`src/rtl/spectrum_led_pkg.sv`:
```
// Shared types and color helpers for the spectrum-to-LED mapping stage.
package spectrum_led_pkg;

  // Mapper control states: CLEAR sweeps zeros into store and strip, RUN maps samples.
  typedef enum logic {
    CLEAR = 1'b0,
    RUN   = 1'b1
  } state_e;

  // Logical color in GRB order, one byte per channel.
  typedef struct packed {
    logic [7:0] g;
    logic [7:0] r;
    logic [7:0] b;
  } grb_t;

  // Reverse the bit order of a byte (the strip driver shifts LSB first).
  function automatic logic [7:0] bitrev8(input logic [7:0] v);
    logic [7:0] o;
    for (int k = 0; k < 8; k++) begin
      o[k] = v[7-k];
    end
    return o;
  endfunction

  // Map an 8-bit level to a dimmed red/green word in driver wire order.
  // Level 0 is forced to black so unlit bars do not glow green.
  function automatic logic [23:0] level_to_grb(input logic [7:0] level,
                                               input int unsigned bright_shift);
    grb_t c;
    c = '0;
    if (level != 8'd0) begin
      c.r = level >> bright_shift;
      c.g = (8'hFF - level) >> bright_shift;
      c.b = 8'd0;
    end
    return {bitrev8(c.b), bitrev8(c.r), bitrev8(c.g)};
  endfunction

endpackage

```
`src/rtl/spectrum_led_mapper_level_store.sv`:
```
// Per-LED peak-hold level memory: combinational read, synchronous write.
// No reset: the clear sweep zeroes every entry before it is ever read.
module led_level_store
  import spectrum_led_pkg::*;
#(
  parameter  int STRIP_LEN  = 120,
  parameter  int LEVEL_BITS = 8,
  localparam int ADDR_BITS  = $clog2(STRIP_LEN)
) (
  input  logic                  clk,
  input  logic [ADDR_BITS-1:0]  rd_addr_i,
  output logic [LEVEL_BITS-1:0] rd_data_o,
  input  logic                  we_i,
  input  logic [ADDR_BITS-1:0]  wr_addr_i,
  input  logic [LEVEL_BITS-1:0] wr_data_i
);

  logic [LEVEL_BITS-1:0] mem_q [STRIP_LEN];

  // Write port: one level update per cycle from either the sweep or the pipeline.
  always_ff @(posedge clk) begin
    if (we_i) begin
      mem_q[wr_addr_i] <= wr_data_i;
    end
  end

  assign rd_data_o = mem_q[rd_addr_i];

endmodule

```
`src/rtl/spectrum_led_mapper.sv`:
```
// Spectrum frame to WS2812B frame-buffer mapper with per-LED peak-hold decay,
// frame-length checking and a clear sweep of both level store and strip.
module spectrum_led_mapper
  import spectrum_led_pkg::*;
#(
  parameter  int STRIP_LEN     = 120,
  parameter  int MAG_BITS      = 16,
  parameter  int LEVEL_BITS    = 8,
  parameter  int DECAY         = 4,
  parameter  int BRIGHT_SHIFT  = 2,
  parameter  int COLOR_BITS    = 24,
  localparam int LED_ADDR_BITS = $clog2(STRIP_LEN)
) (
  input  logic                     clk,
  input  logic                     reset_n,
  input  logic                     clear,
  input  logic [MAG_BITS-1:0]      s_tdata,
  input  logic                     s_tvalid,
  input  logic                     s_tlast,
  output logic                     s_tready,
  output logic                     write_en,
  output logic [LED_ADDR_BITS-1:0] write_addr,
  output logic [COLOR_BITS-1:0]    write_data,
  output logic                     frame_done,
  output logic                     frame_err
);

  localparam logic [LED_ADDR_BITS-1:0] LAST_IDX = LED_ADDR_BITS'(STRIP_LEN - 1);
  localparam logic [LEVEL_BITS-1:0]    DECAY_L  = LEVEL_BITS'(DECAY);

  state_e                   state_q, state_d;
  logic [LED_ADDR_BITS-1:0] sweep_q, sweep_d;
  logic [LED_ADDR_BITS-1:0] idx_q, idx_d;
  logic                     s1_valid_q, s1_valid_d;
  logic [LED_ADDR_BITS-1:0] s1_idx_q, s1_idx_d;
  logic [LEVEL_BITS-1:0]    s1_mag_q, s1_mag_d;
  logic [LEVEL_BITS-1:0]    level_q, level_d;
  logic                     write_en_q, write_en_d;
  logic [LED_ADDR_BITS-1:0] write_addr_q, write_addr_d;
  logic                     frame_done_q, frame_done_d;
  logic                     frame_err_q, frame_err_d;

  logic                     handshake;
  logic [LEVEL_BITS-1:0]    mag_l;
  logic [LEVEL_BITS-1:0]    level_rd;
  logic [LEVEL_BITS-1:0]    level_dec;
  logic [LEVEL_BITS-1:0]    new_level;
  logic [7:0]               level8;
  logic                     store_we;
  logic [LED_ADDR_BITS-1:0] store_waddr;
  logic [LEVEL_BITS-1:0]    store_wdata;

  assign s_tready  = (state_q == RUN) && !clear;
  assign handshake = s_tvalid && s_tready;
  assign mag_l     = s_tdata[MAG_BITS-1 -: LEVEL_BITS];

  // Only the top LEVEL_BITS of each magnitude drive the bar height.
  generate
    if (MAG_BITS > LEVEL_BITS) begin : g_low_bits
      logic unused_low_mag;
      assign unused_low_mag = ^s_tdata[MAG_BITS-LEVEL_BITS-1:0];
    end
  endgenerate

  led_level_store #(
    .STRIP_LEN  (STRIP_LEN),
    .LEVEL_BITS (LEVEL_BITS)
  ) u_store (
    .clk       (clk),
    .rd_addr_i (s1_idx_q),
    .rd_data_o (level_rd),
    .we_i      (store_we),
    .wr_addr_i (store_waddr),
    .wr_data_i (store_wdata)
  );

  // Peak hold: the stored level decays linearly but never below the new sample.
  always_comb begin
    level_dec = (level_rd > DECAY_L) ? (level_rd - DECAY_L) : '0;
    new_level = (s1_mag_q > level_dec) ? s1_mag_q : level_dec;
  end

  // Bring the registered level to 8 bits for the color mapping.
  generate
    if (LEVEL_BITS == 8) begin : g_lvl_eq
      assign level8 = level_q;
    end else if (LEVEL_BITS < 8) begin : g_lvl_narrow
      assign level8 = {level_q, {(8-LEVEL_BITS){1'b0}}};
    end else begin : g_lvl_wide
      assign level8 = level_q[LEVEL_BITS-1 -: 8];
    end
  endgenerate

  // level_q is held at zero during sweeps, so the sweep writes black.
  assign write_data = level_to_grb(level8, BRIGHT_SHIFT);
  assign write_en   = write_en_q;
  assign write_addr = write_addr_q;
  assign frame_done = frame_done_q;
  assign frame_err  = frame_err_q;

  // Next-state logic: sweep sequencing, sample pipeline and frame-boundary checks.
  always_comb begin
    state_d      = state_q;
    sweep_d      = sweep_q;
    idx_d        = idx_q;
    s1_valid_d   = 1'b0;
    s1_idx_d     = s1_idx_q;
    s1_mag_d     = s1_mag_q;
    level_d      = level_q;
    write_en_d   = 1'b0;
    write_addr_d = write_addr_q;
    frame_done_d = 1'b0;
    frame_err_d  = 1'b0;
    store_we     = 1'b0;
    store_waddr  = s1_idx_q;
    store_wdata  = new_level;

    case (state_q)
      CLEAR: begin
        if (clear) begin
          // Restart the sweep from the first LED.
          sweep_d = '0;
          level_d = '0;
        end else begin
          write_en_d   = 1'b1;
          write_addr_d = sweep_q;
          level_d      = '0;
          store_we     = 1'b1;
          store_waddr  = sweep_q;
          store_wdata  = '0;
          if (sweep_q == LAST_IDX) begin
            state_d = RUN;
            sweep_d = '0;
            idx_d   = '0;
          end else begin
            sweep_d = sweep_q + 1'b1;
          end
        end
      end

      RUN: begin
        if (clear) begin
          // Abort: the in-flight sample is dropped (s1_valid_d stays 0).
          state_d = CLEAR;
          sweep_d = '0;
          idx_d   = '0;
          level_d = '0;
        end else begin
          if (s1_valid_q) begin
            level_d      = new_level;
            write_en_d   = 1'b1;
            write_addr_d = s1_idx_q;
            store_we     = 1'b1;
          end
          if (handshake) begin
            s1_valid_d = 1'b1;
            s1_idx_d   = idx_q;
            s1_mag_d   = mag_l;
            if (idx_q == LAST_IDX) begin
              idx_d = '0;
              if (s_tlast) begin
                frame_done_d = 1'b1;
              end else begin
                frame_err_d = 1'b1;
              end
            end else if (s_tlast) begin
              idx_d       = '0;
              frame_err_d = 1'b1;
            end else begin
              idx_d = idx_q + 1'b1;
            end
          end
        end
      end

      default: begin
        state_d = CLEAR;
        sweep_d = '0;
      end
    endcase
  end

  // State and pipeline registers; reset lands in CLEAR so a sweep follows release.
  always_ff @(posedge clk or negedge reset_n) begin
    if (!reset_n) begin
      state_q      <= CLEAR;
      sweep_q      <= '0;
      idx_q        <= '0;
      s1_valid_q   <= 1'b0;
      s1_idx_q     <= '0;
      s1_mag_q     <= '0;
      level_q      <= '0;
      write_en_q   <= 1'b0;
      write_addr_q <= '0;
      frame_done_q <= 1'b0;
      frame_err_q  <= 1'b0;
    end else begin
      state_q      <= state_d;
      sweep_q      <= sweep_d;
      idx_q        <= idx_d;
      s1_valid_q   <= s1_valid_d;
      s1_idx_q     <= s1_idx_d;
      s1_mag_q     <= s1_mag_d;
      level_q      <= level_d;
      write_en_q   <= write_en_d;
      write_addr_q <= write_addr_d;
      frame_done_q <= frame_done_d;
      frame_err_q  <= frame_err_d;
    end
  end

endmodule

```
`config.mk`:
```
export PLATFORM = sky130hd
export DESIGN_NAME = spectrum_led_mapper
export DESIGN_NICKNAME = d
export VERILOG_FILES = /design/src/rtl/spectrum_led_pkg.sv /design/src/rtl/spectrum_led_mapper_level_store.sv /design/src/rtl/spectrum_led_mapper.sv
export SDC_FILE = /design/constraint.sdc
export NUM_CORES = 1
export LEC_CHECK = 0
export BUFFER_PORTS_ARGS = -buffer_cell sky130_fd_sc_hd__buf_2
export CAP_MARGIN = 0
export CORE_UTILIZATION = 40
export DETAILED_ROUTE_END_ITERATION = 7
export PLACE_DENSITY = 0.54
export REMOVE_ABC_BUFFERS = 1
export SLEW_MARGIN = 10
export SYNTH_ARGS = -nofsm -noshare
export SYNTH_HDL_FRONTEND = slang
export SYNTH_SLANG_ARGS = --single-unit
```
`constraint.sdc`:
```
create_clock -name clk -period 16.7 [get_ports clk]
set_clock_uncertainty 0.05 [all_clocks]
set_input_delay 3.34 -clock clk [delete_from_list [all_inputs] [get_ports clk]]
set_output_delay 3.34 -clock clk [all_outputs]
set_load 0.05 [all_outputs]
```
== Yosys cells after proc, flatten, opt, wreduce, memory -nomap -nowiden ==
Memories as Yosys holds them, arrays and structs flattened.
Index checks and enable logic that the tools add are counted.
Widths: inputs -> output; s select.
Storage, ports and cells
  bits in registers: 49
  RAM bits: 960
  input bits: 21
  output and inout port bits: 35
  word-level logic and storage cells: 83
  memories kept: 1
Cells by class
  $add $sub $neg: 4
  magnitude comparators: 2
  equality and inequality tests: 9
  muxes and demuxes: 47
  bitwise operators: 2
  reductions and logical operators: 7
Memory list
  u_store.mem_q: words 120, bits a word 8, rd ports 1, clocked after Yosys merged registers in 0, wr ports 1, RTL line spectrum_led_mapper_level_store.sv:18  | logic [LEVEL_BITS-1:0] mem_q [STRIP_LEN];
Operator list (count)
  $mux 7: 14
  $mux 8: 6
  $pmux 7 s2: 3
  $mux 22: 1
  $mux 1: 20
  $pmux 8 s2: 1
  $add 7x1->7 const B: 2
  $eq 7x7->1 const B: 2
  $reduce_and 3->1: 3
  $gt 8x3->1 const B: 1
  $gt 8x8->1: 1
  $ne 2x2->1 const B: 4
  $reduce_bool 8->1: 1
  $sub 8x3->8 const B: 1
  $sub 8x8->8 const A: 1
  $ne 3x2->1 const B: 2
  $pmux 1 s2: 2
  $logic_and 1x1->1: 2
  $ne 2x1->1 const B: 1
  $not 1->1: 2
  $logic_not 1->1: 1

== Longest topological paths before layout ==
Gate-level depths: netlist (run 1).
An unclocked memory read counts as a cell.
  depth after elaboration: 8
  gate-level depth with buffers: 30
  mapped depth without buffers: 22

== Hierarchy ==
From an unflattened synthesis (run 1), not the netlist that was laid out.
Unflattened totals
  cells, all modules: 2075
  area, all modules: 40511.4 um2
Modules (own cells, without submodules)
  led_level_store: times used 1, cells an instance 1763, area each 37584.8 um2, seq. area each 28827.6 um2
  spectrum_led_mapper: times used 1, cells an instance 312, area each 2926.6 um2, seq. area each 1226.2 um2

== Worst setup path after synthesis (run 1) ==
OpenSTA, ideal clock, no wires.
  path type: reg-to-reg
  start: reg s1_idx_q[1]
  end: mem u_store.mem_q[0][6] (data pin)
  setup time: 1.094 ns
  arrival time: 9.270 ns
  required time: 15.556 ns
  setup slack: 6.286 ns
  stages on the path, launching flop included: 26
  clock period less this slack: 10.414 ns
  cell sequence: dfrtp_1 -> buf_4 -> buf_6 -> clkbuf_1 -> buf_2 -> mux4_2 -> mux2i_1 -> nor2_1 -> nor4_1 -> o311ai_0 -> nor2_1 -> inv_1 -> ha_1 -> inv_1 -> a2111o_1 -> a41oi_2 -> o2111ai_2 -> or2b_1 -> ha_1 -> o21a_1 -> o21a_1 -> o21bai_1 -> a22o_1 -> clkdlybuf4s25_2 -> and2_1 -> nor3_1
On the way
  cells in the longest elaborated chain, start to end: 7
  elaborated cells between the ends (all ways): 8
  those cells by class: add/sub (1); order compare (2); mux (4); memory (1)
Ends and longest elaborated chain
  start, declared: RTL line spectrum_led_mapper.sv:35  | logic [LED_ADDR_BITS-1:0] s1_idx_q, s1_idx_d;
  start signal, assigned: RTL line spectrum_led_mapper.sv:202  | s1_idx_q <= s1_idx_d;
  $mem_v2 120x8 (*)
  $sub 8x3->8 / $gt 8x3->1 (equally long branches): RTL line spectrum_led_mapper.sv:79  | level_dec = (level_rd > DECAY_L) ? (level_rd - DECAY_L) : '0;
  $mux 8 (*): RTL line spectrum_led_mapper.sv:79
  $gt 8x8->1: RTL line spectrum_led_mapper.sv:80  | new_level = (s1_mag_q > level_dec) ? s1_mag_q : level_dec;
  $mux 8 (*): RTL line spectrum_led_mapper.sv:80
  $mux 8: RTL line spectrum_led_mapper.sv:120  | if (clear) begin
  $mux 8 (*): RTL line spectrum_led_mapper.sv:118  | case (state_q)
  net store_wdata[6]: RTL line spectrum_led_mapper.sv:51  | logic [LEVEL_BITS-1:0] store_wdata;
  end, declared: RTL line spectrum_led_mapper_level_store.sv:18
The timed path passes the listed nets; every way through them passes the cells marked *.

== Final worst setup path (run 1) ==
  start: reg s1_idx_q[0]
  end: mem u_store.mem_q[86][1] (data pin)
The elaborated chain is that of the path after synthesis.

==> impl_metrics.tcl, run 1 <==
set metrics [dict create \
    worst_slew_pin_slew_ps 1270 \
    cts_htree_levels 3 \
    synth_top_cell_area_share 0.703 \
    fin_cells 3750 \
    drt-pass1-iter-count 6 \
    reg2regPathDepth 26 \
    number_of_endpoints_with_negative_hold_slack_in_the_final_report 0 \
    totalWireLength_mm 116 \
    synth_seq_area_share 0.733 \
    critPathMaxFanout 86 \
    reg2reg_setup_slack_ps 7290 \
    cts_root_buffer "clkbuf_16" \
    die_area_mm2 0.104 \
    timing.critical_path.required_ps 17010 \
    ys_ff_latch 1009 \
    max_slew_margin 0.153 \
    grt_overflow 0 \
    power_leakage_nw 14.6 \
    area.sequential_mm2 0.0301 \
    initialDrtViolationCount 2521 \
    timing.fmax_mhz 106 \
    ys_types 87 \
    whs_path_depth 1 \
    setup_viol 0 \
    number_of_global_route_vias_before_repair 21700 \
    synth-main-ff-cell "edfxtp_1" \
    place.gp.congestion 0.858 \
    detail-route-antenna-nets 0 \
    fin_nets 2330 \
    tritoncts.num_buffers 101 \
    row_count 117 \
    finalMaxSlewViolations 0 \
    yosysTopAreaCell "edfxtp_1" \
    async_reset_ff_frac 0.0486 \
    post-cts-setup-buffer-count 0 \
    worstReg2RegEnd "u_store.mem_q[86][1]" \
    global_route.usage.total 0.225 \
    dp.final_hpwl_mm 71.3 \
    core_area_mm2 0.102 \
    post-place-cells 3561 \
    area_growth_pct 11.9 \
    synth_edf_count 960 \
    worst_skew_pair.late_latency_ps 680 \
    ys_warn_count 0 \
    first_pass_grt_wire_length_mm 164 \
    vdd_ir_drop_max_uv 79.0 \
    finalCriticalPeriod_ps 9410 \
    finalCritPeriodShare 0.564 \
    final_critical_path_setup_slack_ps 7290 \
    grt_max_degree 89 \
    category_of_the_critical_setup_timing_path "register to register" \
    wire_per_inst_um 31.0 \
    drc 0 \
    die_height_um 322 \
    avgSynthCellArea_um2 18.3 \
    ys_top_cells_by_area "edfxtp_1 70%, mux4_2 7.4%, mux2i_1 3.5%, dfrtp_1 3.0%, mux4_1 2.6%" \
    clk_pin_slew_ps 60 \
    grt_antenna_before_repair 1 \
    tritoncts_num_sinks 1009 \
    start_util 0.403 \
    synthCells 2236 \
    via_per_inst 5.85 \
    via_count 21900 \
    floorplan.die.width_um 322 \
    outcome "finished, final reports clean" \
    fill_cells 8718 \
    drive_above_1_share 0.182 \
    dpl_worst_slack_ps 7390 \
    launching_element_type_of_the_critical_path "register" \
    place.port_buffers 35 \
    unrepaired_setup_endpoints_after_global_routing "no" \
    tightest_hold_check_type "register to register" \
    post_cts_gate_resize_count 0 \
    clock_path_buffers 3 \
    hold_path_startpoint "idx_q[0]" \
    holdPathEnd "idx_q[0]" \
    crit-reg2reg-launch "s1_idx_q[0]" \
    syn-cell-area_mm2 0.0410 \
    cts_hold_buf 0 \
    cts_tree "done" \
    multi_input_area_mm2 0.0101 \
    worstPathArrival_ps 9720 \
    max_cap_violations 0 \
    power.density_mw_per_mm2 124 \
    floorplan.io_pins 56 \
    critPathCaptureType "register" \
]
## registers in the layout (all words and copies together), names as in the netlist
register and cells:
u_store.mem_q 960, level8 8, s1_mag_q 8, idx_q 7, s1_idx_q 7, sweep_q 7, write_addr 7, frame_done 1
frame_err 1, s1_valid_q 1, state_q 1, write_en 1
## worst max-delay path, stage by stage (launching register included)
cell       delay [ps]
dfrtp_4           890
buf_12            590
buf_4             660
mux4_1            630
mux2i_1           330
o22ai_1           170
a211oi_1          670
o311ai_0          340
nor2_1            460
inv_1              90
ha_1              210
inv_1              60
a2111o_1          110
a41oi_2            60
o2111ai_2         390
nand2_1           110
ha_1              350
o21a_1            140
o21a_1            110
o21a_1            110
o21bai_1           70
a22oi_1           500
nand2_1           110
o21a_1            170
nor2_4            250
buf_4             500
buf_4             640
## Yosys cell counts (5+ instances only)
master	count
edfxtp_1	960
nor2_1	182
mux2i_1	142
mux4_2	135
nand2_1	96
clkbuf_1	57
a22oi_1	49
dfrtp_1	49
nand3_1	43
o21ai_0	41
mux4_1	40
o22ai_1	35
mux2_2	33
a21oi_1	30
buf_4	29
nor3_1	26
buf_6	21
buf_2	20
nor2b_1	18
and2_1	14
ha_1	13
a31oi_1	12
a211oi_1	11
inv_1	11
nand4_1	11
o31ai_1	11
nand2b_1	9
and3_1	8
a2111oi_0	7
a22o_1	7
nor4_1	6
buf_1	5
buf_12	5
nand3b_1	5
nor3b_1	5
## cells in the final DEF, fill, tap and decap left out, types with 12 or more instances in the layout
cell and n:
nand2_1 96, nand3_1 40, o21ai_0 40, mux4_2 135
clkinv_1 31, mux2i_1 142, nor2_1 178, o22ai_1 35
buf_4 55, and2_1 14, clkbuf_16 102, buf_2 34
dfrtp_1 44, a31oi_1 12, bufinv_16 12, edfxtp_1 960
nor2b_1 18, clkbuf_1 18, mux2_2 33, conb_1 12
ha_1 13, a22oi_1 49, a21oi_1 27, mux4_1 40
nor3_1 20, clkinv_2 12
## cell families (layout without fill, tap and decap cells)
group           after synthesis  count (layout)  share of synthesized area
other cells                   1              14                  0.0000915
buf+inv                     159             292                     0.0245
flops                      1009            1009                      0.733
fa+ha+maj                    13              13                    0.00397
compound gates              255             255                     0.0436
simple gates                445             445                     0.0500
xor+xnor                      4               4                   0.000855
mux                         350             350                      0.144
## final cells by class
class,count,area share
antenna,2,0.000109
clock buffer,123,0.0580
clock inverter,64,0.0145
inverter,13,0.00106
multi-input combinational,1079,0.219
sequential,1009,0.656
tap,1368,0.0373
timing repair buffer,92,0.0140
## report_power, final
| group | leakage, nW | switching, W | internal [W] |
|---|---|---|---|
| Clock | 1.61 | 0.000970 | 0.00132 |
| Combinational | 3.56 | 0.000353 | 0.0000945 |
| Sequential | 9.41 | 0.00000934 | 0.00292 |
| Total | 14.6 | 0.00133 | 0.00434 |
## worst max path at each step
stage	startpoint	endpoint	slack (ps)	cells after the start
2_1_floorplan	s1_idx_q[0]	u_store.mem_q[0][6]	-670	21
3_3_place_gp	s1_idx_q[0]	u_store.mem_q[88][1]	7530	25
3_5_place_dp	s1_idx_q[0]	u_store.mem_q[89][1]	7390	26
4_1_cts	s1_idx_q[0]	u_store.mem_q[114][1]	7350	26
5_1_grt	s1_idx_q[0]	u_store.mem_q[68][1]	6830	25
6_report	s1_idx_q[0]	u_store.mem_q[86][1]	7290	26
## stage by stage
stage | hold WS [ps] | utilization | TNS (ps) | area (um^2) | power, W
after floorplan | 419 | - | -242170 | 40100 | 0.00325
after global placement | 471 | 0.419 | 0 | 42500 | 0.00341
after detailed placement | 473 | 0.419 | 0 | 42500 | 0.00343
after CTS | 488 | 0.451 | 0 | 45900 | 0.00570
after global routing | 518 | 0.451 | 0 | 45900 | 0.00582
final | 478 | 0.451 | 0 | 45900 | 0.00567
## metal layers
layer | vias to the layer above | track usage | wire length, um
met1 | 11600 | 0.322 | 49700
met3 | 190 | 0.0404 | 9270
met2 | 1023 | 0.346 | 53100
met5 | - | 0 | 0
met4 | 0 | 0.0818 | 4010
li1 | 9157 | - | -
Power figures use the tool's default switching activity.
==> run 2, diff against run 1 <==
==> constraint.sdc (replaced) <==
create_clock -name clk -period 9.25 [get_ports clk]
set_clock_uncertainty 0.05 [all_clocks]
set_input_delay 1.85 -clock clk [delete_from_list [all_inputs] [get_ports clk]]
set_output_delay 1.85 -clock clk [all_outputs]
set_load 0.05 [all_outputs]
==> run 2 against run 1 <==
Net effect: power increased by 79%; core utilization increased by 0.053 points; global-route usage decreased by 0.057 points; largest power group unchanged; final area increased by 0.12%; worst hold slack improved by 17 ps; critical endpoint is now u_store.mem_q[115][3]; fmax increased by 20%; final cell count about the same; critical path depth decreased by 4.
==> impl_metrics.tcl, run 2 (synthesized netlist as in run 1, its figures left out) <==
set metrics [dict create \
    row_count 117 \
    reg2reg_setup_slack_ps 1370 \
    largest_reg_flops 960 \
    first_pass_grt_wire_length_mm 165 \
    multi_input_area_mm2 0.0101 \
    finalCriticalPeriod_ps 7880 \
    worstPathArrival_ps 8240 \
    mostFrequentLayoutCells "960 x edfxtp_1, 178 x nor2_1, 142 x mux2i_1, 135 x mux4_2, 105 x clkbuf_16" \
    floorplan.die.width_um 322 \
    timing.critical_path.required_ps 9620 \
    detail-route-antenna-nets 0 \
    report.power.total_w 0.0102 \
    mostFrequentLayoutCell "edfxtp_1" \
    cts_htree_levels 3 \
    launching_element_type_of_the_critical_path "register" \
    fill_cells 8672 \
    category_of_the_critical_setup_timing_path "register to register" \
    combinationalPowerShare 0.081 \
    p_sw_w 0.00242 \
    post-cts-setup-buffer-count 0 \
    post_cts_gate_resize_count 0 \
    drc 0 \
    max_slew_margin 0.102 \
    grt_overflow 0 \
    area_growth_pct 12.1 \
    unrepaired_setup_endpoints_after_global_routing "no" \
    cts_tree "done" \
    via_count 22100 \
    power.density_mw_per_mm2 221 \
    tritoncts.num_buffers 104 \
    floorplan.io_pins 56 \
    clock_path_buffers 3 \
    vdd_ir_drop_max_uv 139 \
    number_of_endpoints_with_negative_hold_slack_in_the_final_report 0 \
    totalWireLength_mm 116 \
    drive_above_1_share 0.185 \
    insertedDiodeCount 0 \
    power_switching_share 0.238 \
    critPathCaptureType "register" \
    tritoncts_num_sinks 1009 \
    fin_nets 2338 \
    finalMaxSlewViolations 0 \
    tightest_hold_check_type "register to register" \
    clk_pin_slew_ps 60 \
    via_per_inst 5.90 \
    die_area_mm2 0.104 \
    wire_per_inst_um 30.9 \
    internal_power_consumption_w 0.00774 \
    power_frac_clock 0.398 \
    drt-pass1-iter-count 6 \
    setup_viol 0 \
    number_of_global_route_vias_before_repair 21900 \
    global_route.usage.total 0.225 \
    place.gp.congestion 0.865 \
    critPathMaxFanout 40 \
    die_height_um 322 \
    registers.top_by_ff_count "u_store.mem_q" \
    timing.fmax_mhz 127 \
    grt_max_degree 121 \
    dp.final_hpwl_mm 72.6 \
    initialDrtViolationCount 2763 \
    core_area_mm2 0.102 \
    max_cap_violations 0 \
    place.port_buffers 35 \
    setup_total_negative_slack_ps 0 \
    cts_root_buffer "clkbuf_16" \
    worst_skew_pair.late_latency_ps 690 \
    worst_slew_pin_slew_ps 1330 \
    grt_antenna_before_repair 1 \
    finalCritPeriodShare 0.851 \
    cts_hold_buf 0 \
    start_util 0.403 \
    seq_power_share 0.521 \
    power_leakage_nw 14.6 \
    area.sequential_mm2 0.0301 \
    outcome "finished, final reports clean" \
]
## run 2: cell count changes in the layout (fill, tap and decap cells not counted), moves of 3 or more
| cell | before | now |
|---|---|---|
| buf_12 | 3 | 11 |
| clkinv_1 | 31 | 24 |
| inv_6 | 3 | 0 |
| clkinv_2 | 12 | 21 |
| bufinv_16 | 12 | 6 |
| buf_4 | 55 | 51 |
| clkbuf_16 | 102 | 105 |
## run 2: critical path, cell delays in order (launching register included)
cell       delay, ps
dfrtp_4          780
buf_12           370
buf_4            490
mux4_1           620
a22oi_1          250
a311oi_1         270
o31ai_1          700
ha_1             270
inv_1             40
a2111o_1         390
a41oi_2          290
o2111ai_2        240
nand2_1          150
ha_1             260
o21a_1           120
o21a_1           160
o21a_1           160
o21bai_1         160
a22oi_1          230
nor2_1           160
nand2_1          120
a21oi_4          640
buf_4            480
## run 2: power by group through the flow
stage / logic, W / clock network, W / registers [W]
5_1_grt: 0.000870 / 0.00425 / 0.00529
6_report: 0.000824 / 0.00404 / 0.00529
4_1_cts: 0.000824 / 0.00409 / 0.00529
3_5_place_dp: 0.000823 / 0 / 0.00539
3_3_place_gp: 0.000792 / 0 / 0.00539
2_1_floorplan: 0.000401 / 0 / 0.00547
## run 2: worst paths after layout
| kind | start | to | depth (start not counted) |
|---|---|---|---|
| min in group asynchronous | reset_n | s1_mag_q[7] | 2 |
| worst max register to register | s1_idx_q[0] | u_store.mem_q[115][3] | 22 |
| worst max-delay path | s1_idx_q[0] | u_store.mem_q[115][3] | 22 |
| max in group asynchronous | reset_n | s1_idx_q[1] | 2 |
| worst min-delay path | idx_q[5] | idx_q[5] | 1 |
| worst min register to register | idx_q[5] | idx_q[5] | 1 |
## run 2: final cells by class
class / instances / share of cell area
clock buffers: 129 / 0.0601
clock inverters: 58 / 0.0108
inverters: 13 / 0.00106
multi-input cells: 1079 / 0.219
flip-flops and latches: 1009 / 0.655
well taps: 1368 / 0.0373
repair buffers: 97 / 0.0169
## run 2: layer usage
layer	up-vias	track usage	routed length [um]
met3	215	0.0452	9630
met5	-	0	10
li1	9173	-	-
met1	11700	0.316	48800
met4	2	0.0764	3820
met2	1040	0.349	53600
## run 2: per-stage QoR
stage | hold WS, ps | utilization | cells | cell area [um^2] | setup slack (ps)
2_1_floorplan | 419 | - | 2101 | 40100 | -8120
6_report | 495 | 0.452 | 3753 | 45900 | 1370
5_1_grt | 521 | 0.452 | 3753 | 45900 | 899
3_5_place_dp | 474 | 0.420 | 3566 | 42700 | 1610
4_1_cts | 490 | 0.452 | 3753 | 45900 | 1530
3_3_place_gp | 453 | 0.420 | 3566 | 42700 | 1790
==> run 3, diff against run 2 <==
--- a/config.mk
+++ b/config.mk
@@ -7,9 +7,9 @@
 export LEC_CHECK = 0
 export BUFFER_PORTS_ARGS = -buffer_cell sky130_fd_sc_hd__buf_2
 export CAP_MARGIN = 0
-export CORE_UTILIZATION = 40
+export CORE_UTILIZATION = 50
 export DETAILED_ROUTE_END_ITERATION = 7
-export PLACE_DENSITY = 0.54
+export PLACE_DENSITY = 0.66
 export REMOVE_ABC_BUFFERS = 1
 export SLEW_MARGIN = 10
 export SYNTH_ARGS = -nofsm -noshare
==> run 3 against run 2 <==
Net effect: the run now ends with DRC left; largest power group unchanged; combinational power fell by 4.9%; sequential share of layout area is 0.49 points higher; worst hold slack worse by 23 ps; critical path type unchanged; largest cell class unchanged.
==> impl_metrics.tcl, run 3 (synthesized netlist as in run 1, its figures left out) <==
set metrics [dict create \
    outcome "complete, but fails checks" \
    violations "DRC" \
    die_height_um 288 \
    fin_nets 2342 \
    unrepaired_setup_endpoints_after_global_routing "no" \
    grt_max_degree 121 \
    area_growth_pct 11.2 \
    core_area_mm2 0.0808 \
    place.gp.congestion 0.901 \
    detail-route-antenna-nets 0 \
    start_util 0.507 \
    finalCritPeriodShare 0.872 \
    setup_viol 0 \
    area.sequential_mm2 0.0301 \
    launching_element_type_of_the_critical_path "register" \
    wire_per_inst_um 31.4 \
    worst_setup_path_endpoint "u_store.mem_q[29][1]" \
    floorplan.die.width_um 288 \
    totalWireLength_mm 108 \
    finalMaxSlewViolations 0 \
    floorplan.io_pins 56 \
    worst_skew_pair.late_latency_ps 690 \
    number_of_global_route_vias_before_repair 21800 \
    worstPathArrival_ps 8390 \
    insertedDiodeCount 0 \
    cts_root_buffer "clkbuf_16" \
    multi_input_area_mm2 0.0100 \
    place.port_buffers 35 \
    cts_hold_buf 0 \
    final_critical_path_setup_slack_ps 1190 \
    via_per_inst 6.46 \
    clock_path_buffers 3 \
    post_cts_gate_resize_count 0 \
    dpl_worst_slack_ps 1720 \
    global_route.usage.total 0.263 \
    placed_area_mm2 0.0423 \
    crit-reg2reg-launch "s1_idx_q[1]" \
    post-cts-setup-buffer-count 0 \
    cts_tree "done" \
    grt_overflow 0 \
    clk_pin_slew_ps 60 \
    dp.final_hpwl_mm 67.7 \
    report.power.total_w 0.0102 \
    critPathMaxFanout 55 \
    row_count 104 \
    critPathCaptureType "register" \
    mostFrequentLayoutCells "960 x edfxtp_1, 178 x nor2_1, 142 x mux2i_1, 135 x mux4_2, 100 x clkbuf_16" \
    fin_cells 3451 \
    die_area_mm2 0.0831 \
    timing.critical_path.required_ps 9580 \
    registers.top_by_ff_count "u_store.mem_q" \
    finalCriticalPeriod_ps 8060 \
    category_of_the_critical_setup_timing_path "register to register" \
    power.density_mw_per_mm2 223 \
    reg2regPathDepth 22 \
    max_cap_violations 0 \
    number_of_endpoints_with_negative_hold_slack_in_the_final_report 0 \
    initialDrtViolationCount 3187 \
    drive_above_1_share 0.189 \
    drt-pass1-iter-count 8 \
    worst_slew_pin_slew_ps 1240 \
    max_slew_margin 0.169 \
    tightest_hold_check_type "register to register" \
    largest_reg_flops 960 \
    worst_setup_path_startpoint "s1_idx_q[1]" \
    worstReg2RegEnd "u_store.mem_q[29][1]" \
    stdcell_area_mm2 0.0456 \
    via_count 22300 \
    finalCoreUtilization 0.564 \
    post-place-cells 3266 \
    tritoncts.num_buffers 99 \
    first_pass_grt_wire_length_mm 155 \
    mostFrequentLayoutCell "edfxtp_1" \
    timing.fmax_mhz 124 \
    drc 12 \
    power_leakage_nw 14.7 \
    vdd_ir_drop_max_uv 135 \
    tritoncts_num_sinks 1009 \
    fill_cells 6039 \
    reg2reg_setup_slack_ps 1190 \
    cts_htree_levels 3 \
    grt_antenna_before_repair 0 \
]
## run 3: cell count changes in the layout (fill, tap and decap cells not counted), sizes merged
cell	before	now
clkinv	49	47
clkinvlp	1	3
inv	15	13
buf	97	106
bufinv	6	12
clkbuf	129	122
## run 3: cell type report
type,count,area share
clock buffers,122,0.0576
clock inverters,62,0.0151
inverters,13,0.00107
multi-input cells,1079,0.220
flip-flops and latches,1009,0.660
well taps,1060,0.0291
repair buffers,106,0.0174
## run 3: worst min path at each step
stage | cells past startpoint | end | slack, ps | from
global route | 1 | idx_q[0] | 530 | idx_q[0]
CTS | 2 | write_addr[4] | 480 | write_addr[4]
finish | 2 | write_addr[4] | 470 | write_addr[4]
detailed placement | 2 | write_addr[4] | 470 | write_addr[4]
floorplan | 1 | idx_q[5] | 420 | idx_q[5]
global placement | 2 | write_addr[3] | 460 | write_addr[3]
## run 3: critical path, stage by stage, from the launching register on
cell and delay (ps):
dfrtp_4 810, clkinv_1 870, mux2i_1 560, o22ai_1 190, a211oi_1 790, o311ai_0 320
nor2_1 420, inv_1 90, ha_1 210, inv_1 50, a2111o_1 110, a41oi_2 60
o2111ai_2 380, or2b_1 270, ha_1 290, o21a_1 120, o21a_1 110, o21bai_1 80
a22oi_1 560, nand2_1 120, o21a_1 190, nor2_4 430, buf_4 550
## run 3: metal layers
layer | part of all wire | wire length (um) | track usage
met1 | 0.40 | 43800 | 0.376
met3 | 0.097 | 10500 | 0.0505
met4 | 0.041 | 4470 | 0.106
met5 | 0 | 0 | 0
met2 | 0.46 | 49700 | 0.403
## run 3: metrics by stage
step                setup TNS (ps)  hold WS (ps)
finish                           0           471
global route                     0           533
CTS                              0           482
detailed placement               0           469
global placement                 0           459
floorplan                 -7323820           419
## run 3: where the power goes
part / total, W / internal (W) / switching (W)
clock: 0.00410 / 0.00236 / 0.00173
combinational: 0.000784 / 0.000180 / 0.000604
sequential: 0.00530 / 0.00527 / 0.0000286
total: 0.0102 / 0.00781 / 0.00237
